File: src/rtl/maclauren_pkg.sv
// Shared types and constants for the Maclaurin series engine and its result buffer.
package maclauren_pkg;

  localparam int OUTPUT_WIDTH_DEF = 32;
  localparam int CNT_W            = 8;

  // One buffered engine result: overflow tag above the signed series value.
  typedef struct packed {
    logic                               ov;
    logic signed [OUTPUT_WIDTH_DEF-1:0] y;
  } result_t;

endpackage

File: src/rtl/sat_counter.sv
// Saturating up-counter with synchronous clear; holds at all-ones instead of wrapping.
module sat_counter
  import maclauren_pkg::*;
#(
  parameter int W = CNT_W
) (
  input  logic         clk,
  input  logic         rst,
  input  logic         clr,
  input  logic         inc,
  output logic [W-1:0] cnt
);

  logic [W-1:0] cnt_d, cnt_q;

  always_comb begin
    // NOTE: default first so every path assigns cnt_d; otherwise a latch is inferred.
    cnt_d = cnt_q;
    if (clr) begin
      cnt_d = '0;
    end else if (inc && (cnt_q != '1)) begin
      cnt_d = cnt_q + W'(1);
    end
  end

  // NOTE: sequential state uses non-blocking assignments only, so all flops update together.
  always_ff @(posedge clk or posedge rst) begin
    if (rst) begin
      cnt_q <= '0;
    end else begin
      cnt_q <= cnt_d;
    end
  end

  assign cnt = cnt_q;

endmodule

File: src/rtl/maclauren_result_buffer.sv
// First-word-fall-through FIFO for series-engine results, with sticky error and
// optional saturating drop/overflow statistics (enabled by MACLAUREN_RB_STATS_EN).
module maclauren_result_buffer
  import maclauren_pkg::*;
#(
  parameter int OUTPUT_WIDTH = OUTPUT_WIDTH_DEF,
  parameter int DEPTH        = 8
) (
  input  logic                           clk,
  input  logic                           rst,
  input  logic                           start,
  input  logic                           in_valid,
  input  logic signed [OUTPUT_WIDTH-1:0] in_y,
  input  logic                           in_overflow,
  input  logic                           in_error,
  input  logic                           out_ready,
  output logic                           out_valid,
  output logic [OUTPUT_WIDTH:0]          out_data,
  output logic [$clog2(DEPTH):0]         count,
  output logic                           full,
  output logic                           empty,
  output logic [CNT_W-1:0]               drop_cnt,
  output logic [CNT_W-1:0]               ov_cnt,
  output logic                           err_flag
);

  localparam int AW = $clog2(DEPTH);
  localparam int CW = AW + 1;

  logic [OUTPUT_WIDTH:0] mem [DEPTH];

  logic [AW-1:0] wr_ptr_d, wr_ptr_q;
  logic [AW-1:0] rd_ptr_d, rd_ptr_q;
  logic [CW-1:0] count_d, count_q;
  logic          err_flag_d, err_flag_q;
  logic          push, pop, is_full, is_empty;

  assign is_empty = (count_q == '0);
  assign is_full  = (count_q == CW'(DEPTH));

  // A flush cycle suppresses both handshakes; a pop frees the slot a same-cycle push needs.
  assign pop  = !is_empty && out_ready && !start;
  assign push = in_valid && (!is_full || pop) && !start;

  always_comb begin
    wr_ptr_d   = wr_ptr_q;
    rd_ptr_d   = rd_ptr_q;
    count_d    = count_q;
    err_flag_d = err_flag_q | in_error;
    if (start) begin
      wr_ptr_d   = '0;
      rd_ptr_d   = '0;
      count_d    = '0;
      err_flag_d = 1'b0;
    end else begin
      if (push) wr_ptr_d = wr_ptr_q + AW'(1);
      if (pop)  rd_ptr_d = rd_ptr_q + AW'(1);
      case ({push, pop})
        2'b10:   count_d = count_q + CW'(1);
        2'b01:   count_d = count_q - CW'(1);
        default: count_d = count_q;
      endcase
    end
  end

  always_ff @(posedge clk or posedge rst) begin
    if (rst) begin
      wr_ptr_q   <= '0;
      rd_ptr_q   <= '0;
      count_q    <= '0;
      err_flag_q <= 1'b0;
    end else begin
      wr_ptr_q   <= wr_ptr_d;
      rd_ptr_q   <= rd_ptr_d;
      count_q    <= count_d;
      err_flag_q <= err_flag_d;
    end
  end

  // NOTE: storage is deliberately not reset; occupancy alone decides what is valid.
  always_ff @(posedge clk) begin
    if (push) begin
      mem[wr_ptr_q] <= {in_overflow, in_y};
    end
  end

  assign out_data  = mem[rd_ptr_q];
  assign out_valid = !is_empty;
  assign empty     = is_empty;
  assign full      = is_full;
  assign count     = count_q;
  assign err_flag  = err_flag_q;

`ifdef MACLAUREN_RB_STATS_EN
  logic drop_inc, ov_inc;

  // Only results that actually land in storage count as overflowed.
  assign drop_inc = in_valid && is_full && !pop && !start;
  assign ov_inc   = push && in_overflow;

  sat_counter #(.W(CNT_W)) u_drop_cnt (
    .clk (clk),
    .rst (rst),
    .clr (start),
    .inc (drop_inc),
    .cnt (drop_cnt)
  );

  sat_counter #(.W(CNT_W)) u_ov_cnt (
    .clk (clk),
    .rst (rst),
    .clr (start),
    .inc (ov_inc),
    .cnt (ov_cnt)
  );
`else
  assign drop_cnt = '0;
  assign ov_cnt   = '0;
`endif

endmodule

File: config.mk
export PLATFORM = sky130hd
export DESIGN_NAME = maclauren_result_buffer
export DESIGN_NICKNAME = d
export VERILOG_FILES = /design/src/rtl/maclauren_pkg.sv /design/src/rtl/sat_counter.sv /design/src/rtl/maclauren_result_buffer.sv
export SDC_FILE = /design/constraint.sdc
export NUM_CORES = 1
export LEC_CHECK = 0
export ABC_AREA = 1
export BUFFER_PORTS_ARGS = -buffer_cell sky130_fd_sc_hd__buf_2
export CAP_MARGIN = 20
export CORE_MARGIN = 8
export CORE_UTILIZATION = 50
export DETAILED_ROUTE_END_ITERATION = 7
export PLACE_DENSITY = 0.69
export SLEW_MARGIN = 20
export SYNTH_ARGS = -nofsm -noshare
export SYNTH_HDL_FRONTEND = slang
export SYNTH_SLANG_ARGS = --single-unit
export TNS_END_PERCENT = 1
File: constraint.sdc
create_clock -name clk -period 4.3 [get_ports clk]
set_input_delay 0 -clock clk [delete_from_list [all_inputs] [get_ports clk]]
set_output_delay 0 -clock clk [all_outputs]
set_load 0.05 [all_outputs]
Word-level counts from Yosys, hierarchy flattened
Memories as Yosys holds them, arrays and structs flattened.
Index checks and enable logic that the tools add are counted.
Storage, ports and cells
  flip-flop bits (word level): 11
  bits in latches: 0
  output and inout bits: 57
  input bits: 39
  bits in read-only memories: 0
  memories kept: 1
  bits in writable memories: 264
Operators by class
  shifts and indexed selects: 0
  bitwise gates (word level): 1
  order comparisons: 0
  reductions and logical operators: 12
  equal/unequal tests: 3
  muxes and demuxes: 9
  div/mod/pow operators: 0
  multipliers: 0
  add/subtract/negate cells: 4
Memories
  mem: words 8, bits a word 33, rd ports 1, clocked after memory_dff 0, wr ports 1, RTL line maclauren_result_buffer.sv:30  | logic [OUTPUT_WIDTH:0] mem [DEPTH];
Operators with widths (count)
  3-bit 2-to-1 mux: 4
  4-bit case mux with 2 select lines: 1
  3-bit by 1-bit adder with 3-bit output (second input constant): 2
  4-bit by 1-bit adder with 4-bit output (second input constant): 1
  4-bit == test (second input constant): 1
  1-bit logical AND: 4
  4-bit zero test: 1
  4-bit 2-to-1 mux: 1
  2-bit nonzero test: 2
  4-bit by 1-bit subtractor with 4-bit output (second input constant): 1
  1-bit zero test: 3
  1-bit 2-to-1 mux: 3
  3-bit nonzero test: 1
  2-bit by 1-bit == test with 1-bit output (second input constant): 1
  2-bit == test (second input constant): 1
  1-bit logical OR: 1
  1-bit bitwise OR: 1

Logic depth before layout (Yosys ltp)
Gate-level depths: netlist (run 1).
  depth in word-level cells: 10
  depth in mapped cells: 11
  mapped depth without buffers: 11

Worst setup path after synthesis (run 1)
No wires, ideal clock.
  kind: register -> register
  start: register count_q[0], in the netlist count[0]
  end: memory mem[0][0] in the netlist's numbering (enable)
  arrival: 3.003 ns
  slack: 0.874 ns
  buffers on the path: 0
  stages on the path, launching flop included: 9
  period minus slack after synthesis: 3.426 ns
  setup time: 0.423 ns
  data required time: 3.877 ns
  cells stage by stage: dfrtp_1 nor2_2 nand2_1 inv_1 nand2_1 nand2_1 nor2_2 nand2_1 nor2_1
RTL lines
  start: declaration: RTL line maclauren_result_buffer.sv:34  | logic [CW-1:0] count_d, count_q;
  start signal: assignment: RTL line maclauren_result_buffer.sv:75  | count_q <= count_d;
  4-bit == test: RTL line maclauren_result_buffer.sv:39  | assign is_full = (count_q == CW'(DEPTH));
  net full: RTL line maclauren_result_buffer.sv:20  | output logic full,
  1-bit zero test: RTL line maclauren_result_buffer.sv:43  | assign push = in_valid && (!is_full || pop) && !start;
  1-bit logical OR: RTL line maclauren_result_buffer.sv:43
  1-bit logical AND (2 in a row): RTL line maclauren_result_buffer.sv:43
  1-bit 2-to-1 mux: RTL line maclauren_result_buffer.sv:82  | if (push) begin
  1-bit 2-to-1 mux (implied by the code): RTL line maclauren_result_buffer.sv:83  | mem[wr_ptr_q] <= {in_overflow, in_y};
  end: declaration: RTL line maclauren_result_buffer.sv:30
The timed path passes the listed nets, and every way through them passes these cells.

Worst setup path in the final report (run 1)
  start: register rd_ptr_q[0]
  end: output out_data[16]
Between the ends
  word-level cells in the longest chain between the ends: 1
Ends and longest elaborated chain
  start: declaration: RTL line maclauren_result_buffer.sv:33  | logic [AW-1:0] rd_ptr_d, rd_ptr_q;
  start signal: assignment: RTL line maclauren_result_buffer.sv:74  | rd_ptr_q <= rd_ptr_d;
  memory 8 x 33 bit
  end: declaration: RTL line maclauren_result_buffer.sv:18  | output logic [OUTPUT_WIDTH:0] out_data,
Every way passes these cells.

==> results of run 1 <==
## cells in the mapped netlist (all sizes together)
master / n / share of area, %
clkbuf: 18 / 0.61
nand4: 2 / 0.17
nand2: 129 / 4.5
xnor2: 1 / 0.079
a21o: 1 / 0.068
inv: 16 / 0.54
a21oi: 2 / 0.090
o32ai: 66 / 5.2
o31ai: 1 / 0.068
nor3: 1 / 0.045
clkinv: 1 / 0.034
fa: 1 / 0.18
conb: 1 / 0.034
edfxtp: 264 / 71
nand3: 6 / 0.32
dfrtp: 11 / 2.5
o21ai: 71 / 3.2
ha: 4 / 0.45
buf: 48 / 3.1
nor2: 216 / 7.4
## cells in the final DEF, fill, tap and decap left out, drive strengths merged
cell / n
xnor2: 1
o31ai: 1
a21oi: 2
dfrtp: 11
conb: 16
ha: 4
clkinv: 12
nand4: 2
dlygate4sd3: 40
bufinv: 2
buf: 93
edfxtp: 264
nor2: 216
o21ai: 71
nor3: 1
nand2: 129
clkbuf: 38
a21o: 1
o32ai: 66
fa: 1
nand3: 6
inv: 16
clkinvlp: 1
## final cells by class
type / instances / area share (%)
Clock buffer: 38 / 6.11
Clock inverter: 14 / 0.861
Inverter: 17 / 0.507
Multi-Input combinational cell: 517 / 19.3
Sequential cell: 275 / 62.7
Tap cell: 280 / 2.68
Timing Repair Buffer: 133 / 7.80
## power by group through the flow
stage | sequential [W] | clock [W] | combinational (W)
2_1_floorplan | 0.00307 | 0 | 0.000811
3_3_place_gp | 0.00308 | 0 | 0.00100
3_5_place_dp | 0.00308 | 0 | 0.00102
6_report | 0.00303 | 0.00235 | 0.00104
4_1_cts | 0.00303 | 0.00240 | 0.00105
5_1_grt | 0.00303 | 0.00249 | 0.00113
## critical path, delay by kind of cell, from the launching register on
kind / cells / cell delay, ps
simple gates: 3 / 280
flops: 1 / 600
buf+inv: 3 / 1370
compound gates: 1 / 240
## flip-flops by register name (all words and copies together), names as in the netlist
register / cells
err_flag: 1
mem: 264
rd_ptr_q: 3
count: 4
wr_ptr_q: 3
## path summary, 6_finish.rpt
check | start | end | slack, ps | depth (start not counted)
min | rst | rd_ptr_q[2]$_DFFE_PP0P_ | 30 | 3
max reg2reg | count[0]$_DFFE_PP0P_ | mem[3][6]$_DFFE_PP_ | 1800 | 8
max in group asynchronous | rst | rd_ptr_q[0]$_DFFE_PP0P_ | 3910 | 3
min reg2reg | count[3]$_DFFE_PP0P_ | count[3]$_DFFE_PP0P_ | 560 | 2
max | rd_ptr_q[0]$_DFFE_PP0P_ | out_data[16] | 1260 | 7
min in group clk | in_y[5] | mem[4][5]$_DFFE_PP_ | 290 | 2
## per-layer routing
metal	share of wire [%]	global-route usage, %	routed length (um)	vias to the layer above
li1	-	-	-	3301
met1	43	20.8	9710	3365
met2	50	28.2	11200	174
met3	5.6	2.62	1260	31
met4	1.5	4.05	341	0
met5	0	0	0	-
## kinds of logic after synthesis
kind of cell    count (synthesis)
flops                         275
other cells                     1
fa+ha+maj                       5
compound gates                141
simple gates                  354
buf+inv                        83
xor+xnor                        1
## metrics by stage
step	worst slack, ps	utilization (%)	hold WS, ps
2_1_floorplan	874	-	-148
3_5_place_dp	1670	53.2	33.6
4_1_cts	1250	59.2	41.6
5_1_grt	990	60.0	87.0
6_report	1260	60.0	34.0
3_3_place_gp	1770	53.2	27.7
==> results.ini, run 1 <==
[die]
core-area_sq_um=21800
start_util_pct=50.8
die_w_um=165
die_area_sq_um=27200
die_h_um=165
rows=54
ios=96

[timing]
maxSlewHeadroom_pct=25.0
skew_ps=12.1
rsz0062_at_grt=false
drv_slew=0
tightest_slew_ps=1120
period_needed_ps=3040
fin_crit_sh_pct=70.8
max_freq_mhz=329
setup_viol_count_final=0
hold_viol=0
fin_tns_setup_ps=0

[routing]
first_iter_violations=531
drcViolationCount=0
vias=6871
wl_per_cell_um=17.6
via_per_inst=5.39
first_pass_iters=5
routed_wl_mm=22.5
antenna_left=0

[setup_path]
slowest_stage=inv_4
cp.required_ps=4300
start_kind=flip-flop
cp_max_fo=86
crit_path_max_incr_delay_ps=690
crit_chain=inv_4 -> buf_4 -> nor2_1 -> o32ai_1 -> nand2_1 -> nand2_1 -> buf_2
crit_path_frequent_cell=nand2_1
end_kind=primary output
critPathArrivalTime_ps=3040
worstSetupPathType=flip-flop to primary output

[finish]
multiInputGateArea_sq_um=2530
instances_no_fill=1274
antenna_cells=0
regArea_sq_um=8210
fin_nets=1016
area_growth_pct=18.0
fill_cells=1689
drive_gt1_share_pct=15.3
stdcell_area_sq_um=13100

[clocking]
cts_buffers=28
cts_resized=0
cts.hold.buffers_added=40
cts.clk_slew.worst_paths_ps=60
clk_latency_ps=530
cts_setup_buffers=0
cts_tree=yes
cts_sinks=275
htree_levels=1
cts_root_buf=clkbuf_16
cts_buffer_depth=3

[yosys]
ys_seq_area_share_pct=74.0
ys_ff_latch=275
yosys_warnings=0
netlist_instances=860
synth_compound_area_share_pct=8.64
synthesis.area_sq_um=11100
synthAdderAreaFrac_pct=0.632
syn_area_per_cell_sq_um=12.9
synthDistinctLibCells=30
synth_top_family_by_area=simple AND/OR/NAND/NOR gates
synthMuxAreaShare_pct=0
yosys.area_share.simple_pct=12.3
synth_xor_area_share_pct=0.0790

[pwr]
combPwrFrac_pct=16.3
seqPwrFrac_pct=47.1
p_int_w=0.00467
p_sw_share_pct=27.3
ir_worst_vdd_uv=251
leakage_nw=4.70
power.density_nw_per_um2=491
power.switching_w=0.00175
power_w=0.00642
clkPwrFrac_pct=36.6

[worst_hold_path]
hold_class=input pin to async pin

[grt]
grt_max_degree=113
antenna_found_initial=0
groute.usage.overall_pct=16.2
grt_overflow=0
grt_pass1_vias=7031
grt_first_pass_wirelength_mm=35.3

[placement]
gp_congestion=0.769
portBuffers=79
dpl.cell_count=1175
place_area_sq_um=11600
hpwl_mm=12.5

[run]
cap_violations=0

[outcome]
status=finished, final reports clean

Power figures use the tool's default switching activity.
==> inputs of run 2 (changes only) <==
ABC_AREA = 0   (was 1)
PLACE_DENSITY = 0.71   (was 0.69)
clock period = 2.8 ns   (was 4.3 ns; I/O delays follow)
==> run 2 against run 1 <==
Against the previous run:
- clock power grew 44%
- first-iteration DRC count is 34% lower
- global-route usage fell by 0.42 points
- clock skew grew 1.2 ps
- count of clock-buffer cells in the layout decreased by 6
- non-clock buffer count increased by 3
- critical endpoint is now count[3]$_DFFE_PP0P_
==> results.ini, run 2 <==
[finish]
largest_reg_flops=264
area_growth_pct=19.4
fill_cells=1462
instances_no_fill=926
mostFrequentLayoutCells=edfxtp_1 (264), buf_2 (79), mux4_2 (66), dlygate4sd3_1 (39), mux2_2 (34)
drive_gt1_share_pct=37.8
top_register=mem
fin_nets=676
final_common_cell=edfxtp_1
stdcell_area_sq_um=12900

[routing]
antenna_left=0
routed_wl_mm=20.5
drcViolationCount=0
via_per_inst=5.59
first_pass_iters=4
vias=5179
first_iter_violations=352
wl_per_cell_um=22.1

[setup_path]
end_kind=flip-flop
slowest_stage=or4_1
crit_chain=or4_1 -> nand2_1 -> nor3_1 -> ha_1 -> a211oi_1 -> or4_1 -> a31oi_1 -> a21oi_1
crit_path_frequent_cell=or4_1
cp_max_fo=8
critPathArrivalTime_ps=3080
cp.required_ps=3200
worstSetupPathType=flip-flop to flip-flop
crit_family=simple AND/OR/NAND/NOR gates
critPathBufInv=0
start_kind=flip-flop
crit_path_max_incr_delay_ps=580

[timing]
drv_slew=0
timing.final.ws_setup_ps=118
maxSlewHeadroom_pct=50.2
fin_crit_sh_pct=95.8
whs_ps=22.0
tightest_slew_ps=747
max_freq_mhz=373
hold_viol=0
period_needed_ps=2680
setup_viol_count_final=0
skew_ps=13.3

[grt]
grt_overflow=0
grt_pass1_vias=5608
groute.usage.overall_pct=15.8
grt_first_pass_wirelength_mm=32.4
grt_max_degree=39
antenna_found_initial=1

[yosys]
yosysMostFrequentCell=edfxtp_1
yosys_warnings=0
yosysTopAreaCell=edfxtp_1
synth-async-reset-ratio_pct=4.00
synthTopCellsByCount=edfxtp_1 (264), mux4_2 (66), mux2_2 (34)
synthTopCellsByArea=edfxtp_1 (73%), mux4_2 (14%), mux2_2 (3.5%)
synth_top_area_share_pct=73.4
syn_area_per_cell_sq_um=22.0
ys_seq_area_share_pct=76.0
synthDistinctLibCells=39
ys.flop_type=edfxtp_1
netlist_instances=491
ys_ff_latch=275
synth_edf_count=264
synthesis.area_sq_um=10800

[clocking]
cts.clk_slew.worst_paths_ps=60
clk_latency_ps=520
cts_sinks=275
cts_tree=yes
cts_buffer_depth=3
cts_resized=0
cts_setup_buffers=0
htree_levels=1
cts_buffers=27
cts.hold.buffers_added=39
cts_root_buf=clkbuf_16

[pwr]
leakage_nw=4.26
ir_worst_vdd_uv=887
clkPwrFrac_pct=32.2
power.density_nw_per_um2=812
power.switching_w=0.00297
combPwrFrac_pct=22.1
p_int_w=0.00750
p_sw_share_pct=28.3
power_w=0.0105
seqPwrFrac_pct=45.6

[die]
ios=96
rows=53
core-area_sq_um=21100
die_h_um=163
start_util_pct=51.2
die_w_um=163
die_area_sq_um=26600

[placement]
dpl.cell_count=837
dp_slack_ps=171
hpwl_mm=12.5
gp_congestion=0.836
place_area_sq_um=11600
portBuffers=79

[outcome]
status=finished, final reports clean

[worst_hold_path]
hold_class=input pin to async pin

[run]
cap_violations=0

[run 2: cell types whose count changed in the layout (fill, tap and decap cells not counted), sizes merged, moves of 5 or more]
cell	delta
clkbuf	-6
nor3	+5
nor2	-202
nand2	-123
o21ai	-69
mux2	+36
mux4	+66
inv	-11
o32ai	-66
[run 2: worst paths after layout]
kind,from,endpoint,slack [ps],cells after the start
max in group asynchronous,rst,rd_ptr_q[0]$_DFFE_PP0P_,2430,3
min in group clk,in_y[3],mem[5][3]$_DFFE_PP_,280,2
worst max-delay path,count[0]$_DFFE_PP0P_,count[3]$_DFFE_PP0P_,120,8
worst max register to register,count[0]$_DFFE_PP0P_,count[3]$_DFFE_PP0P_,120,8
worst min register to register,wr_ptr_q[2]$_DFFE_PP0P_,wr_ptr_q[2]$_DFFE_PP0P_,570,2
worst min-delay path,rst,err_flag$_DFF_PP0_,20,3
[run 2: cells by family (layout without fill, tap and decap cells)]
kind of cell,count (synthesis),in the layout,share of synthesized area [%]
compound gates,16,16,0.997
xor+xnor,5,5,0.406
fa+ha+maj,5,5,0.649
buf+inv,43,187,2.31
flops,275,275,76.0
mux,103,103,17.7
other cells,1,17,0.0347
simple gates,43,43,1.95
[run 2: power by group through the flow]
stage / clock network (W) / registers (W) / logic, W
global placement: 0 / 0.00486 / 0.00226
detailed placement: 0 / 0.00487 / 0.00228
floorplan: 0 / 0.00479 / 0.00184
CTS: 0.00343 / 0.00479 / 0.00234
global route: 0.00360 / 0.00480 / 0.00246
finish: 0.00338 / 0.00478 / 0.00232
[run 2: per-layer routing]
layer,up-vias,global-route usage [%],wire length (um)
met5,-,0,0
met4,0,3.63,230
met3,20,3.31,1320
met2,164,25.8,10200
met1,2697,21.5,8760
li1,2298,-,-
[run 2: final cells by class]
cell class	instances	area (sq um)	share of cell area, %
Sequential cell	275	8210	63.7
Multi-Input combinational cell	188	2480	19.2
Timing Repair Buffer	136	1020	7.90
Clock buffer	32	694	5.39
Tap cell	275	344	2.67
Clock inverter	15	130	1.01
Inverter	4	15.0	0.116
Antenna cell	1	2.50	0.0194
[run 2: tightest hold or removal path: stages]
cell and delay, ps:
dlygate4sd3_1 520, buf_2 120, inv_1 340
[run 2: metrics by stage]
stage               TNS [ps]  utilization (%)
detailed placement         0             55.1
floorplan             -45710                -
finish                     0             61.1
CTS                        0             60.9
global placement           0             55.0
global route           -6.75             61.1
